$ cat src/rtl/uart_pkg.sv
// Shared encodings for the UART receive path: one-hot FSM states, parity modes
// and the 3-sample majority helper.
package uart_pkg;

  typedef enum logic [4:0] {
    ST_IDLE   = 5'b00001,
    ST_START  = 5'b00010,
    ST_DATA   = 5'b00100,
    ST_PARITY = 5'b01000,
    ST_STOP   = 5'b10000
  } rx_state_t;

  localparam logic [1:0] PAR_NONE  = 2'd0;
  localparam logic [1:0] PAR_EVEN  = 2'd1;
  localparam logic [1:0] PAR_ODD   = 2'd2;
  localparam logic [1:0] PAR_NONE3 = 2'd3;

  function automatic logic maj3(input logic [2:0] s);
    return (s[0] & s[1]) | (s[0] & s[2]) | (s[1] & s[2]);
  endfunction

endpackage

$ cat src/rtl/uart_sync_fifo.sv
// Synchronous first-word fall-through FIFO with fill level, sticky overrun and flush.
module uart_sync_fifo #(
  parameter int DEPTH   = 64,
  parameter int WIDTH   = 10,
  parameter int LEVEL_W = 16
) (
  input  logic               clk,
  input  logic               rst,
  input  logic               wr_i,
  input  logic               rd_i,
  input  logic               clr_i,
  input  logic [WIDTH-1:0]   wdata_i,
  output logic [WIDTH-1:0]   rdata_o,
  output logic               empty_o,
  output logic               full_o,
  output logic               over_o,
  output logic [LEVEL_W-1:0] level_o
);
  localparam int AW = $clog2(DEPTH);
  localparam logic [AW:0] FULL_CNT = {1'b1, {AW{1'b0}}};

  logic [WIDTH-1:0] mem_q [DEPTH];
  logic [AW-1:0]    wptr_q, wptr_d, rptr_q, rptr_d;
  logic [AW:0]      cnt_q, cnt_d;
  logic             over_q, over_d;
  logic             do_wr, do_rd;

  assign empty_o = (cnt_q == '0);
  assign full_o  = (cnt_q == FULL_CNT);
  assign over_o  = over_q;
  assign level_o = LEVEL_W'(cnt_q);
  assign rdata_o = empty_o ? '0 : mem_q[rptr_q];

  always_comb begin
    do_rd  = rd_i && !empty_o;
    // A full FIFO still accepts a write when a pop frees a slot in the same clk.
    do_wr  = wr_i && (!full_o || do_rd);
    wptr_d = wptr_q;
    rptr_d = rptr_q;
    cnt_d  = cnt_q;
    over_d = over_q;
    if (clr_i) begin
      wptr_d = '0;
      rptr_d = '0;
      cnt_d  = '0;
      over_d = 1'b0;
    end else begin
      if (do_wr) wptr_d = wptr_q + AW'(1);
      if (do_rd) rptr_d = rptr_q + AW'(1);
      if (do_wr && !do_rd)      cnt_d = cnt_q + (AW+1)'(1);
      else if (do_rd && !do_wr) cnt_d = cnt_q - (AW+1)'(1);
      if (wr_i && !do_wr) over_d = 1'b1;
    end
  end

  always_ff @(posedge clk) begin
    if (rst) begin
      wptr_q <= '0;
      rptr_q <= '0;
      cnt_q  <= '0;
      over_q <= 1'b0;
    end else begin
      wptr_q <= wptr_d;
      rptr_q <= rptr_d;
      cnt_q  <= cnt_d;
      over_q <= over_d;
    end
  end

  always_ff @(posedge clk) begin
    if (!rst && !clr_i && do_wr) mem_q[wptr_q] <= wdata_i;
  end

endmodule

$ cat src/rtl/uart_rx_param.sv
// Parametrised UART receiver: line synchroniser, oversampled receive FSM with
// majority vote, idle-timeout frame-end pulse and an error-tagged receive FIFO.
//
// state     | meaning
// ST_IDLE   | waiting for a 1->0 transition on sampled line
// ST_START  | start bit, mid-bit vote rejects false starts
// ST_DATA   | DATA_BITS payload bits, voted at mid-bit
// ST_PARITY | parity bit (even/odd modes only)
// ST_STOP   | one or two stop bits, exit at mid-point of the last
module uart_rx_param
  import uart_pkg::*;
#(
  parameter int DATA_BITS  = 8,
  parameter int OVERSAMPLE = 16,
  parameter int FIFO_DEPTH = 64,
  parameter int LEVEL_W    = 16
) (
  input  logic                 clk,
  input  logic                 rst,
  input  logic                 p_Enable_i,
  input  logic                 AcqSig_i,
  input  logic                 Rx_i,
  input  logic [1:0]           ParityMode_i,
  input  logic                 p_TwoStop_i,
  input  logic                 p_BigEnd_i,
  input  logic [15:0]          RxTimeOutSet_i,
  input  logic                 n_Rd_i,
  input  logic                 n_Clr_i,
  output logic [DATA_BITS-1:0] Data_o,
  output logic                 p_ParityErr_o,
  output logic                 p_FrameErr_o,
  output logic                 p_Empty_o,
  output logic                 p_Full_o,
  output logic                 p_Over_o,
  output logic [LEVEL_W-1:0]   RxFifoLevel_o,
  output logic                 p_FrameEnd_o
);
  localparam int CW = $clog2(OVERSAMPLE);
  localparam int BW = $clog2(DATA_BITS);
  localparam int WW = DATA_BITS + 2;
  localparam logic [CW-1:0] TK_LO   = CW'(OVERSAMPLE / 2 - 1);
  localparam logic [CW-1:0] TK_MID  = CW'(OVERSAMPLE / 2);
  localparam logic [CW-1:0] TK_HI   = CW'(OVERSAMPLE / 2 + 1);
  localparam logic [CW-1:0] TK_LAST = CW'(OVERSAMPLE - 1);
  localparam logic [BW-1:0] BIT_LAST = BW'(DATA_BITS - 1);

  rx_state_t            state_q, state_d;
  logic                 rx_s1_q, rx_s1_d, rx_s2_q, rx_s2_d, rx_prev_q, rx_prev_d;
  logic [CW-1:0]        tick_q, tick_d;
  logic [BW-1:0]        bit_cnt_q, bit_cnt_d;
  logic [1:0]           vote_q, vote_d;
  logic [DATA_BITS-1:0] shift_q, shift_d;
  logic                 par_err_q, par_err_d, frm_err_q, frm_err_d;
  logic                 stop2_q, stop2_d;
  logic                 wr_q, wr_d;
  logic [WW-1:0]        word_q, word_d;
  logic                 to_arm_q, to_arm_d;
  logic [CW-1:0]        to_tick_q, to_tick_d;
  logic [15:0]          to_bits_q, to_bits_d;
  logic                 frame_end_q, frame_end_d;
  logic                 bit_now, has_par, start_edge;
  logic [WW-1:0]        fifo_rdata;

  always_comb begin
    state_d     = state_q;
    rx_s1_d     = Rx_i;
    rx_s2_d     = rx_s1_q;
    rx_prev_d   = rx_prev_q;
    tick_d      = tick_q;
    bit_cnt_d   = bit_cnt_q;
    vote_d      = vote_q;
    shift_d     = shift_q;
    par_err_d   = par_err_q;
    frm_err_d   = frm_err_q;
    stop2_d     = stop2_q;
    wr_d        = 1'b0;
    word_d      = word_q;
    to_arm_d    = to_arm_q;
    to_tick_d   = to_tick_q;
    to_bits_d   = to_bits_q;
    frame_end_d = 1'b0;

    bit_now    = maj3({vote_q, rx_s2_q});
    has_par    = (ParityMode_i == PAR_EVEN) || (ParityMode_i == PAR_ODD);
    start_edge = p_Enable_i && AcqSig_i && (state_q == ST_IDLE) && rx_prev_q && !rx_s2_q;

    if (AcqSig_i) rx_prev_d = rx_s2_q;

    if (!p_Enable_i) begin
      state_d = ST_IDLE;
      tick_d  = '0;
    end else if (AcqSig_i) begin
      tick_d = (tick_q == TK_LAST) ? '0 : tick_q + CW'(1);
      if (tick_q == TK_LO)  vote_d[0] = rx_s2_q;
      if (tick_q == TK_MID) vote_d[1] = rx_s2_q;
      case (state_q)
        ST_IDLE: begin
          tick_d = '0;
          if (start_edge) begin
            // The edge tick itself is tick 0 of the start bit.
            state_d   = ST_START;
            tick_d    = CW'(1);
            par_err_d = 1'b0;
            frm_err_d = 1'b0;
          end
        end
        ST_START: begin
          if (tick_q == TK_HI && bit_now) begin
            state_d = ST_IDLE;
            tick_d  = '0;
          end else if (tick_q == TK_LAST) begin
            state_d   = ST_DATA;
            bit_cnt_d = '0;
          end
        end
        ST_DATA: begin
          if (tick_q == TK_HI) begin
            if (p_BigEnd_i) shift_d = {shift_q[DATA_BITS-2:0], bit_now};
            else            shift_d = {bit_now, shift_q[DATA_BITS-1:1]};
          end
          if (tick_q == TK_LAST) begin
            if (bit_cnt_q == BIT_LAST) begin
              state_d = has_par ? ST_PARITY : ST_STOP;
              stop2_d = 1'b0;
            end else begin
              bit_cnt_d = bit_cnt_q + BW'(1);
            end
          end
        end
        ST_PARITY: begin
          if (tick_q == TK_HI)
            par_err_d = bit_now != ((^shift_q) ^ (ParityMode_i == PAR_ODD));
          if (tick_q == TK_LAST) begin
            state_d = ST_STOP;
            stop2_d = 1'b0;
          end
        end
        ST_STOP: begin
          if (tick_q == TK_HI) begin
            if (!bit_now) frm_err_d = 1'b1;
            if (!p_TwoStop_i || stop2_q) begin
              state_d = ST_IDLE;
              tick_d  = '0;
              wr_d    = 1'b1;
              word_d  = {frm_err_q | !bit_now, par_err_q, shift_q};
            end
          end else if (tick_q == TK_LAST) begin
            stop2_d = 1'b1;
          end
        end
        default: begin
          state_d = ST_IDLE;
          tick_d  = '0;
        end
      endcase
    end

    // Idle timeout: armed by each stored character, disarmed after its single pulse.
    if (wr_q) begin
      to_arm_d  = 1'b1;
      to_tick_d = '0;
      to_bits_d = '0;
    end else if (start_edge) begin
      to_tick_d = '0;
      to_bits_d = '0;
    end else if (to_arm_q && AcqSig_i && p_Enable_i && state_q == ST_IDLE &&
                 RxTimeOutSet_i != 16'd0) begin
      if (to_tick_q == TK_LAST) begin
        to_tick_d = '0;
        to_bits_d = to_bits_q + 16'd1;
        if (to_bits_q + 16'd1 == RxTimeOutSet_i) begin
          frame_end_d = 1'b1;
          to_arm_d    = 1'b0;
        end
      end else begin
        to_tick_d = to_tick_q + CW'(1);
      end
    end
  end

  always_ff @(posedge clk) begin
    if (rst) begin
      state_q     <= ST_IDLE;
      rx_s1_q     <= 1'b1;
      rx_s2_q     <= 1'b1;
      rx_prev_q   <= 1'b1;
      tick_q      <= '0;
      bit_cnt_q   <= '0;
      vote_q      <= '0;
      shift_q     <= '0;
      par_err_q   <= 1'b0;
      frm_err_q   <= 1'b0;
      stop2_q     <= 1'b0;
      wr_q        <= 1'b0;
      word_q      <= '0;
      to_arm_q    <= 1'b0;
      to_tick_q   <= '0;
      to_bits_q   <= '0;
      frame_end_q <= 1'b0;
    end else begin
      state_q     <= state_d;
      rx_s1_q     <= rx_s1_d;
      rx_s2_q     <= rx_s2_d;
      rx_prev_q   <= rx_prev_d;
      tick_q      <= tick_d;
      bit_cnt_q   <= bit_cnt_d;
      vote_q      <= vote_d;
      shift_q     <= shift_d;
      par_err_q   <= par_err_d;
      frm_err_q   <= frm_err_d;
      stop2_q     <= stop2_d;
      wr_q        <= wr_d;
      word_q      <= word_d;
      to_arm_q    <= to_arm_d;
      to_tick_q   <= to_tick_d;
      to_bits_q   <= to_bits_d;
      frame_end_q <= frame_end_d;
    end
  end

  uart_sync_fifo #(
    .DEPTH  (FIFO_DEPTH),
    .WIDTH  (WW),
    .LEVEL_W(LEVEL_W)
  ) u_fifo (
    .clk    (clk),
    .rst    (rst),
    .wr_i   (wr_q),
    .rd_i   (!n_Rd_i),
    .clr_i  (!n_Clr_i),
    .wdata_i(word_q),
    .rdata_o(fifo_rdata),
    .empty_o(p_Empty_o),
    .full_o (p_Full_o),
    .over_o (p_Over_o),
    .level_o(RxFifoLevel_o)
  );

  assign {p_FrameErr_o, p_ParityErr_o, Data_o} = fifo_rdata;
  assign p_FrameEnd_o = frame_end_q;

endmodule
$ cat config.mk
export PLATFORM = sky130hd
export DESIGN_NAME = uart_rx_param
export DESIGN_NICKNAME = d
export VERILOG_FILES = /design/src/rtl/uart_pkg.sv /design/src/rtl/uart_sync_fifo.sv /design/src/rtl/uart_rx_param.sv
export SDC_FILE = /design/constraint.sdc
export NUM_CORES = 1
export LEC_CHECK = 0
export CAP_MARGIN = 20
export CELL_PAD_IN_SITES_DETAIL_PLACEMENT = 0
export CELL_PAD_IN_SITES_GLOBAL_PLACEMENT = 2
export CORE_MARGIN = 8
export CORE_UTILIZATION = 48
export DETAILED_ROUTE_END_ITERATION = 8
export GPL_TIMING_DRIVEN = 0
export MAX_ROUTING_LAYER = met4
export PLACE_DENSITY_LB_ADDON = 0.1
export RECOVER_POWER = 50
export SLEW_MARGIN = 15
export SYNTH_ARGS = -nofsm -noshare
export SYNTH_HDL_FRONTEND = slang
export SYNTH_HIERARCHICAL = 1
export SYNTH_SLANG_ARGS = --single-unit
$ cat constraint.sdc
create_clock -name clk -period 3.82 [get_ports clk]
set_clock_uncertainty 0.15 [all_clocks]
set_input_delay 1.146 -clock clk [delete_from_list [all_inputs] [get_ports clk]]
set_output_delay 1.146 -clock clk [all_outputs]
set_load 0.005 [all_outputs]
# Word level (Yosys, flattened, before mapping)
# Memories as Yosys holds them, arrays and structs flattened. A register that Yosys moved wholly into a read port is not among the register bits.
# Index checks and enable logic that the tools add are counted.
[word_totals]
regBits = 81
ram_bits = 640
input_bits = 27
wordCells = 181
mem_count = 1
[classes]
add_sub_neg = 8
eq_ne = 31
n_mux = 49
n_bitwise = 14
reduce_logical = 56
[memory_table]
columns = ["name", "depth", "word_bits", "rd", "rd_clocked_by_memory_dff", "wr", "line_no", "text"]
rows = [
  ["u_fifo.mem_q", 64, 10, 1, 1, 1, "uart_sync_fifo.sv:22", "logic [WIDTH-1:0] mem_q [DEPTH];"],
]
[op_table]
columns = ["operator", "count"]
rows = [
  ["$mux 5", 9],
  ["$ne 2x2->1 const B", 14],
  ["$pmux 5 s5", 1],
  ["$mux 4", 5],
  ["$mux 1", 19],
  ["$add 16x1->16 const B", 1],
  ["$eq 16x16->1", 1],
  ["$eq 4x4->1 const B", 4],
  ["$logic_and 1x1->1", 16],
  ["$pmux 4 s4", 1],
  ["$reduce_and 8->1", 2],
  ["$reduce_bool 16->1", 1],
  ["$mux 7", 2],
  ["$reduce_bool 2->1", 7],
  ["$add 6x1->6 const B", 2],
  ["$mux 3", 4],
  ["$mux 6", 2],
  ["$mux 10", 1],
  ["$reduce_and 5->1", 2],
  ["$reduce_or 5->1", 2],
  ["$logic_not 1->1", 9],
  ["$add 4x1->4 const B", 2],
  ["$mux 8", 1],
  ["$reduce_and 4->1", 2],
  ["32 further kinds", 48],
]

# Depth between registers and ports, before layout
# Gate-level depths: netlist (run 1).
[depth]
depth_word = 9
depth_mapped = 12
depth_no_buf = 11

# Modules after synthesis
# The synthesis (run 1) kept the hierarchy.
[modules_own_cells]
columns = ["mod", "n_inst", "cells_per_inst", "area_per_inst_um2", "seq_area_each_um2"]
rows = [
  ["uart_sync_fifo", 1, 1280, 26066.2, 19738.9],
  ["uart_rx_param", 1, 429, 3621.0, 1221.2],
]

# Least setup slack after synthesis (run 1)
# OpenSTA, ideal clock, no wires.
[synth_path]
kind = "input-to-reg"
from = "input n_Rd_i"
to = "register u_fifo.cnt_q[6]"
setup_ns = 0.121
arrival_ns = 3.293
t_required_ns = 3.549
slack_ns = 0.257
stages = 11
cell_sequence = "inv_1 o41a_1 buf_6 ha_1 inv_1 ha_1 a21o_1 a21oi_1 o21ai_0 nand4_1 mux2_2"
[synth_between]
elab_chain_cells = 7
word_cells_on_any_way = 10
[synth_lines]
columns = ["item", "line_no", "text"]
rows = [
  ["start: declaration", "uart_rx_param.sv:27", "input logic n_Rd_i,"],
  ["$logic_not 1->1 *", "uart_rx_param.sv:229", ".rd_i (!n_Rd_i),"],
  ["$logic_and 1x1->1 *", "uart_sync_fifo.sv:35", "do_rd = rd_i && !empty_o;"],
  ["$logic_or 1x1->1 *", "uart_sync_fifo.sv:37", "do_wr = wr_i && (!full_o || do_rd);"],
  ["$logic_and 1x1->1 *", "uart_sync_fifo.sv:37", ""],
  ["via u_fifo.do_wr", "uart_sync_fifo.sv:26", "logic do_wr, do_rd;"],
  ["$logic_not 1->1", "uart_sync_fifo.sv:51", "else if (do_rd && !do_wr) cnt_d = cnt_q - (AW+1)'(1);"],
  ["$logic_and 1x1->1", "uart_sync_fifo.sv:51", ""],
  ["$reduce_bool 2->1 (no line)", "--", ""],
  ["end signal: assignment", "uart_sync_fifo.sv:65", "cnt_q <= cnt_d;"],
  ["end: declaration", "uart_sync_fifo.sv:24", "logic [AW:0] cnt_q, cnt_d;"],
]
# The timed path passes the listed nets; every way through them passes the cells marked *.
# A chain may end at the register's enable or synchronous reset.

==> run metrics, run 1 <==
GRT met3 Usage=around 4.2%; worst reg-to-reg setup slack=0.19 ns; R2R Path End=u_fifo/mem_q[21][9]; status=finished, violations left; Final Util=57.75%; CTS H-tree lvls=3; Stages on worst setup path=10; Yosys cell types=82; die width=264.7 um; vias in the first global route=approximately 17,000; CTS max path bufs=3; final worst-path cycle share=111.2%; drc violations=0; total power=19.62 mW; Routability Congestion=0.8514; Mean Syn Cell Area=17.37 um^2; max cap viols=10; Worst path top cell family by delay=buffers and inverters; part of the power in the clock network=37.4%; Pwr Density=552.6 mW/mm^2; Hold Path End=rx_s2_q; post-synthesis cell count=1,709; clk_lat worst skew=roughly 0.61 ns; R2R depth=6; total clock sinks=727; setup TNS=-3.686 ns; crit end category=output port; final number of max-transition violations=578; Vias=roughly 17,000; first-pass iteration count of the detailed router=5; Pint=14.76 mW; core area=0.06148 mm^2; initial antenna violation count=1; die area=0.07006 mm^2; top_reg_cell synth=edfxtp_1; TritonCTS Buffers=76; Final ANT Viol Nets=0; hold buffers post-CTS=0; failing checks=max-capacitance violations, max-slew violations, negative setup slack; filler cell count=about 4,700; GRT overflow=0; min-delay worst type=reg2reg; final hold vios=0; P_sw=4.863 mW; std cell rows=91; Yosys warnings=6; Static Leak=around 13 nW; Crit path required time=2.52 ns; mapped cell area=0.02969 mm^2; first-pass GRT wire length=between 100,000 and 150,000 um; hold-critical path depth=1; Post-synth ARST share=0%; Tmin final=4.247 ns; Inst Count DP=2,565; dpl hpwl=52,320 um; sequential power share=between 40% and 50%; worst-path fanout max=8; Iteration-0 DRC Markers=1,765; CP Cell Sequence=buf_12 -> buf_16 -> buf_16 -> buf_12 -> mux4_2 -> a22oi_2 -> a21oi_2 -> o21ai_2 -> o21ai_2 -> buf_2; RR Startpoint=u_fifo/cnt_q[0]; Place WS=-1.418 ns; Comb pwr share=18.5%; WL final=82,180 um; IO Count=57; area of the multi-input gates=0.008746 mm^2; Peak VDD IR=0.3403 mV; PnR worst setup slack=-0.4274 ns; largest net degree at the start of global routing=66; Slew @ Worst Pin=2.702 ns; GRT Max-Usage Layer=met2; Fmax=between 0.2 and 0.25 GHz; Port Buffer Count=45; Setup Crit Path Kind=reg2out; max incr delay on CP=0.54 ns; Critical path buffers and inverters=5; Storage cell area=around 0.021 mm^2; antenna cell count=0; met1 GRT Util=32.38%; Sw Share=about a quarter; clock-pin slew on the worst setup and hold paths=0.06 ns; fin nets=1,961; Post-synth EDFFs=640; Critical-path top delay cell=mux4_2; Layout Cells excl Fill=between 2,000 and 3,000; TritonCTS clock tree=yes; Critical Path AT=slightly below 3 ns; clk root buf=clkbuf_16; die extent in y=264.7 um; Initial Util=48.28%; RSZ-0062 raised after global routing=yes; layout cells sized above 1=28.65%; GRT Total Usage=24.00%; vias per std cell=6.045; DR WL/cell=29.75 um; area delta synth->final=19.61%; #FFs+latches synth=727; Max-slew headroom=-80.14%; setup violators final=10; met2 Usage GRT=37.43%; Critical Path Source Type=flop; Seq/Total Area, Yosys=70.60%; Hold Path Origin=rx_s1_q
==> cell usage in the layout (no fill, tap or decap), types with 11 or more instances in the layout <==
master and n:
nand4_1 14, nand3_1 23, clkbuf_16 79, mux4_2 160, mux2i_1 30, clkdlybuf4s50_1 32, xor2_1 17, a21oi_1 35
dfxtp_1 85, inv_1 17, buf_16 14, o22ai_1 11, nand2_1 36, ha_1 17, nor3_1 20, edfxtp_1 640
buf_2 16, nor2_1 142, or2_2 11, nand2b_1 15, or3_1 11, buf_4 64, clkbuf_1 46, buf_12 20
o21ai_0 19, a211oi_1 11, buf_6 27, a22oi_2 18, xnor2_1 39, o21ai_2 12, nor2_2 13, nor2b_1 15
==> layout make-up <==
| type | instances | share of cell area [%] |
|---|---|---|
| flip-flops and latches | 727 | 59.04 |
| multi-input cells | 873 | 24.63 |
| inverters | 19 | 0.2009 |
| clock buffers | 105 | 5.839 |
| well taps | 790 | 2.784 |
| plain buffers | 95 | 2.731 |
| repair buffers | 124 | 3.710 |
| clock inverters | 29 | 1.061 |
==> layer usage <==
layer / part of all wire [%] / vias up
met3: 7.8 / 109
met1: 42 / 8673
met5: 0 / -
met4: 2.3 / 0
li1: - / 7252
met2: 48 / 661
==> sequential cells by signal, indices dropped and copies added, names as in the netlist, 2 cells and up, named ones only <==
| register | count |
|---|---|
| to_bits_q | 16 |
| u_fifo/mem_q | 640 |
| vote_q | 2 |
| state_q | 5 |
| u_fifo/wptr_q | 6 |
| word_q | 10 |
| shift_q | 8 |
| bit_cnt_q | 3 |
| tick_q | 4 |
| u_fifo/rptr_q | 6 |
| u_fifo/cnt_q | 7 |
| to_tick_q | 4 |
==> cell families (layout without fill, tap and decap cells) <==
| group | count (synthesis) | after routing | share of synthesized area, % |
|---|---|---|---|
| DFF | 727 | 727 | 70.60 |
| and+or+nand+nor | 387 | 387 | 6.887 |
| AOI/OAI and AO/OA | 203 | 203 | 4.506 |
| muxes | 199 | 199 | 13.46 |
| buffers and inverters | 117 | 372 | 2.061 |
| xor gates and xnor gates | 56 | 56 | 1.652 |
| adders and majority gates | 19 | 19 | 0.8176 |
| other | 1 | 9 | 0.01263 |
==> per-stage QoR <==
step	instance area (um^2)	hold slack (ns)
2_1_floorplan	29720	0.2395
3_3_place_gp	31160	0.2502
3_5_place_dp	31400	0.2505
4_1_cts	35440	0.2651
5_1_grt	35510	0.2784
6_report	35510	0.2689
==> cells in the mapped netlist (all sizes together), types with 24 or more instances <==
cell type	number	area [um^2]
a21oi	43	215.2
a22oi	24	180.2
buf	69	422.9
clkbuf	28	107.6
dfxtp	87	1742
edfxtp	640	19220
mux2i	37	370.4
mux4	160	3603
nand2	45	198.9
nand3	25	150.1
nor2	156	585.6
nor3	33	192.7
o21ai	39	198.9
o22ai	25	156.4
xnor2	39	341.6
==> timing repair <==
item | CTS | global route
buffers inserted | 46 | 10
pin swaps | 42 | 19
gates cloned | 6 | 1
endpoints found under the setup margin | 11 | 12
resized for setup | 309 | 29
==> how the worst max path moves through the flow <==
stage                 endpoint  slack [ns]
2_1_floorplan  u_fifo/cnt_q[6]        0.26
3_3_place_gp         Data_o[0]       -1.44
3_5_place_dp         Data_o[0]       -1.42
4_1_cts              Data_o[5]       -0.46
5_1_grt              Data_o[3]       -0.48
6_report         p_ParityErr_o       -0.43
==> power groups by stage <==
stage	sequential (mW)	combinational (mW)	clock (mW)
2_1_floorplan	8.78	1.45	0
3_3_place_gp	8.80	2.31	0
3_5_place_dp	8.80	2.40	0
4_1_cts	8.64	3.57	7.46
5_1_grt	8.65	3.81	7.76
6_report	8.65	3.64	7.34
(Power assumes the default switching activity.)
==> run 2: changes to the inputs <==
SLEW_MARGIN = not set   (was 15)
==> run 2 against run 1 <==
Compared with the run above:
- the run still ends with max-capacitance violations, max-slew violations, negative setup slack left
- core utilization rose by 0.28 points
- register-to-register slack better by 0.04 ns
- clock power up 6.3%
- critical endpoint is now Data_o[0]
- design area is 0.48% higher
- largest cell class unchanged
- sequential power barely moved
==> run metrics, run 2 (same netlist as run 1, synthesis figures left out) <==
Final ANT Viol Nets=0; layout cells sized above 1=28.65%; Port Buffer Count=45; max cap viols=9; worst reg-to-reg setup slack=0.23 ns; Most common cell on crit path=buf_6; Pwr Density=557.0 mW/mm^2; filler cell count=4,724; clk root buf=clkbuf_16; clk_lat worst skew=0.61 ns; crit end category=output port; dpl hpwl=between 50,000 and 60,000 um; setup TNS=-4.095 ns; Worst path top cell family by delay=buffers and inverters; Slew @ Worst Pin=2.514 ns; Biggest register=u_fifo/mem_q; area delta synth->final=20.18%; final number of max-transition violations=357; WL final=~80,000 um; commonest non-fill, non-tap cells in the layout=640 x edfxtp_1, 160 x mux4_2, 154 x nor2_1; initial antenna violation count=0; GRT Total Usage=approximately a quarter; total clock sinks=727; Critical Path AT=2.99 ns; CTS H-tree lvls=3; TritonCTS Buffers=between 70 and 80; Initial Util=about half; RSZ-0062 raised after global routing=yes; Critical Path Source Type=flop; die extent in y=264.7 um; drc violations=0; Peak VDD IR=0.4431 mV; IO Count=57; GRT overflow=0; dpl cell area=~0.032 mm^2; largest net degree at the start of global routing=just under 50; min-delay worst type=reg2reg; status=finished, violations left; setup violators final=10; worst-path fanout max=6; die area=0.07006 mm^2; Iteration-0 DRC Markers=1,637; Setup Crit Path Kind=reg2out; PnR worst setup slack=-0.4636 ns; Tmin final=4.284 ns; final hold vios=0; Max-slew headroom=-67.60%; Routability Congestion=0.8514; final worst-path cycle share=112.1%; Vias=16,863; failing checks=max-capacitance violations, max-slew violations, negative setup slack; Inst Count DP=~2,600; clock-pin slew on the worst setup and hold paths=0.06 ns; Critical path buffers and inverters=5; DR WL/cell=29.27 um; die width=around 260 um; CP Cell Sequence=buf_6 -> buf_12 -> buf_16 -> buf_6 -> mux4_2 -> o22ai_2 -> nor2_1 -> o21ai_2 -> o21ai_1 -> buf_2; vias in the first global route=16,882; final instance area=0.03568 mm^2; Critical-path top delay cell=mux4_2; core area=0.06148 mm^2; TritonCTS clock tree=yes; Static Leak=approximately 13 nW; first-pass GRT wire length=118,200 um; CTS max path bufs=3; Layout Cells excl Fill=2,783; area of the multi-input gates=a little under 0.009 mm^2; max reg flops=640; fin nets=1,978; max incr delay on CP=0.55 ns; most common cell after layout, fill and taps aside=edfxtp_1; Storage cell area=0.02097 mm^2; std cell rows=91; first-pass iteration count of the detailed router=5; Crit path required time=2.52 ns; antenna cell count=0; vias per std cell=6.059; biggest regs=u_fifo/mem_q: 640 flops, to_bits_q: 16 flops, word_q: 10 flops; worst hold slack=about 0.26 ns; Fmax=0.2335 GHz
-- run 2: cell count changes in the layout (fill, tap and decap cells not counted), moves of 4 or more --
cell / delta
buf_4: -4
nor2_2: -11
clkbuf_16: +4
nor2_1: +12
buf_6: +21
clkbuf_1: -6
buf_16: -7
-- run 2: final timing paths --
path / from / end / cells after the start
setup / recovery: flop / Data_o[0] / 10
hold / removal: rx_s1_q / rx_s2_q / 1
setup reg to reg: u_fifo/cnt_q[3] / u_fifo/cnt_q[6] / 12
hold reg to reg: rx_s1_q / rx_s2_q / 1
-- run 2: cell type report --
class | count | share of cell area (%)
Inverter | 19 | 0.1999
Buffer | 94 | 2.567
Clock inverter | 39 | 1.340
Sequential cell | 727 | 58.76
Clock buffer | 100 | 6.140
Timing Repair Buffer | 141 | 3.991
Tap cell | 790 | 2.770
Multi-Input combinational cell | 873 | 24.23
-- run 2: routing by layer --
layer | track usage, % | wire (um) | vias up
met4 | 7.002 | 2305 | 0
met3 | 4.624 | 6597 | 118
met1 | 32.19 | 33760 | 8808
li1 | - | - | 7282
met5 | - | 0 | -
met2 | 37.23 | 38800 | 655
-- run 2: power by group --
part           internal (mW)  switching [mW]  total [mW]
sequential              8.56          0.0752        8.64
clock                   4.74            3.06        7.80
combinational           1.75            1.69        3.44
-- run 2: timing repair --
item,4_1_cts,5_1_grt
hold buffers,0,0
gates cloned,2,0
resized for setup,295,23
setup endpoints to repair,11,12
buffers inserted,49,10
pin swaps,47,26
-- run 2: stage by stage --
step / worst slack (ns) / utilization, % / total power [mW]
6_report: -0.4636 / 58.03 / 19.87
2_1_floorplan: 0.2566 / - / 10.23
4_1_cts: -0.4949 / 58.14 / 20.00
5_1_grt: -0.5550 / 58.03 / 20.54
3_5_place_dp: -1.456 / 51.42 / 11.18
3_3_place_gp: -1.443 / 50.67 / 11.11
==> run 3: changes to the inputs <==
ABC_CLOCK_PERIOD_IN_PS = 3820   (was not set)
==> results of run 3 <==
Same layout as run 2: the final DEF is identical, and so are final timing and power.
==> variant: new RTL, config.mk and constraints of run 1 <==
Re-encode `rx_state_t` (5 states) as binary, 3 bits wide. Comments in the files are not updated.
--- a/src/rtl/uart_pkg.sv
+++ b/src/rtl/uart_pkg.sv
@@ -2,12 +2,12 @@
 // and the 3-sample majority helper.
 package uart_pkg;
 
-  typedef enum logic [4:0] {
-    ST_IDLE   = 5'b00001,
-    ST_START  = 5'b00010,
-    ST_DATA   = 5'b00100,
-    ST_PARITY = 5'b01000,
-    ST_STOP   = 5'b10000
+  typedef enum logic [2:0] {
+    ST_IDLE   = 3'd0,
+    ST_START  = 3'd1,
+    ST_DATA   = 3'd2,
+    ST_PARITY = 3'd3,
+    ST_STOP   = 3'd4
   } rx_state_t;
 
   localparam logic [1:0] PAR_NONE  = 2'd0;
Formal check against the unedited RTL: no difference found for any inputs over 4 cycles, from zero or initial values and one cycle with rst high; so few cycles prove little.
==> variant against run 1 <==
  * The run still ends with max-capacitance violations, max-slew violations, negative setup slack left
  * Largest power group unchanged
  * Sequential cell count decreased by 2
  * Critical path depth decreased by 1
  * Synthesized cell count decreased by 0.82%
  * Routed wire length decreased by 2.5%
  * Final area decreased by 0.82%
  * Area after synthesis decreased by 0.83%
  * Power decreased by 0.19%
  * Critical path type unchanged
  * Setup slack got worse by 21 ps
  * Sequential power about the same
  * Largest cell class unchanged
==> variant: results (changes against run 1) <==
* Status: finished, violations left
* Failing checks: max-capacitance violations, max-slew violations, negative setup slack
* Drt total wl at 80.2 mm (-2.5%)
* Worst EP arrival at 2970 ps (+20 ps)
* 1st-pass router iterations at 8 (+3)
* Clock slew at reported path FFs at 60 ps (about the same)
* Compound-Gate Fraction of Synth Area at 4.33% (-0.18 points)
* Cts repair resizes at 288 (-6.8%)
* Worst-path maximum fanout at 5 (-3)
* Setup violations, final at 170 (+160)
* VDD IR-drop max at 0.000389 V (+14%)
* Cells after DPL at 2547 (-0.70%)
* Met2 wire length at 38.4 mm (-3.4%)
* Internal at 14.8 mW (about the same)
* Sequential share of the synthesized area at 71.1% (+0.45 points)
* Commonest cells post-synth: edfxtp_1, nor2_1, mux4_2
* Synth Area in XOR/XNOR at 1.55% (-0.11 points)
* Post-CTS Setup Bufs at 38 (-17%)
* Fin nets at 1936 (-1.3%)
* Max cap viols at 10 (unchanged)
* Met3 WL at 6.34 mm (-0.52%)
* Synth area leaders: edfxtp_1, mux4_2, dfxtp_1, nor2_1, mux2i_1
* DP HPWL at 51.8 mm (-0.93%)
* Place WS at -1360 ps (+60.8 ps)
* I/O Buffers at 46 (+2.2%)
* Vias in the first global route at 16.4k (-1.9%)
* Diodes inserted at 0 (unchanged)
* Rel. slew slack at -82.6% (-2.5 points)
* Largest net degree at the start of global routing at 66 (unchanged)
* Vias per inst at 6.07 (+0.39%)
* Syn Inst Count at 1695 (-0.82%)
* DR WL/cell at 29.3 um (-1.5%)
* Met3 usage at 4.64% (+0.42 points)
* Metal-1 WL at 33.2 mm (-2.8%)
* Synth Area in Adders at 0.829% (+0.011 points)
* Crit path buf inv count at 4 (-1)
* First-pass GRT wire length at 115 mm (-2.8%)
* CTS buffer count at 76 (unchanged)
* Clock Tree Buf Depth at 3 (unchanged)
* Met1 Usage GRT at 31.1% (-1.3 points)
* Leak Pwr at 13.0 nW (+0.39%)
* CP top delay family: compound AO/OA/AOI/OAI gates
* Total GRT Usage at 23.5% (-0.53 points)
* Distinct cells, synth at 78 (-4.9%)
* Initial DRC count at 1759 (-0.34%)
* Routability cong. at 0.879 (+3.3%)
* Mux cell area share after synthesis at 13.5% (+0.074 points)
* Share of cells above drive strength 1 at 29.2% (+0.52 points)
* Setup TNS at -35950 ps (-32270 ps)
* CP max stage delay at 520 ps (-20 ps)
* Final Max Slew Viols at 572 (-1.0%)
* Final worst slack at -448 ps (-20.9 ps)
variant: cell count changes in the layout (fill, tap and decap cells not counted), moves of 8 or more:
| cell | delta |
|---|---|
| a21oi_1 | +8 |
| buf_4 | -9 |
| clkbuf_1 | -11 |
| nand2_1 | +15 |
| nor2_1 | +9 |
| nor3_1 | -12 |
| xnor2_1 | -17 |
| xor2_1 | +13 |
variant: logic make-up (layout without fill, tap and decap cells):
family	after synthesis	after routing
and+or+nand+nor	386	386
adders and majority gates	19	19
buffers and inverters	118	369
other	1	9
xor gates and xnor gates	52	52
DFF	725	725
AOI/OAI and AO/OA	196	196
muxes	198	198
variant: layout make-up:
class	count	area, um2
Timing Repair Buffer	115	1190
Clock buffer	99	2210
Multi-Input combinational cell	860	8540
Sequential cell	725	20900
Clock inverter	42	412
Tap cell	782	978
Fill cell	4609	25300
Buffer	93	891
Inverter	20	75.1
variant: power by group through the flow:
stage	Clock [mW]	Sequential, mW	Combinational (mW)
global placement	0	8.78	2.27
finish	7.64	8.63	3.32
detailed placement	0	8.78	2.34
floorplan	0	8.75	1.44
global route	8.09	8.63	3.52
CTS	7.78	8.62	3.28
variant: worst paths after layout:
| kind | cells after the start | slack [ps] | to | start |
|---|---|---|---|---|
| worst max-delay path | 9 | -450 | p_FrameErr_o | flip-flop |
| worst min-delay path | 1 | 270 | rx_s2_q | rx_s1_q |
| worst max register to register | 6 | 110 | u_fifo/mem_q[21][3] | u_fifo/cnt_q[0] |
| worst min register to register | 1 | 270 | rx_s2_q | rx_s1_q |
variant: worst reg2reg max path: stages, from the launching register on:
cell and delay, ps:
dfxtp_1 440, or2_2 150, clkbuf_1 370, o41a_1 220, buf_6 150, nand4b_1 680, nor2_1 1160
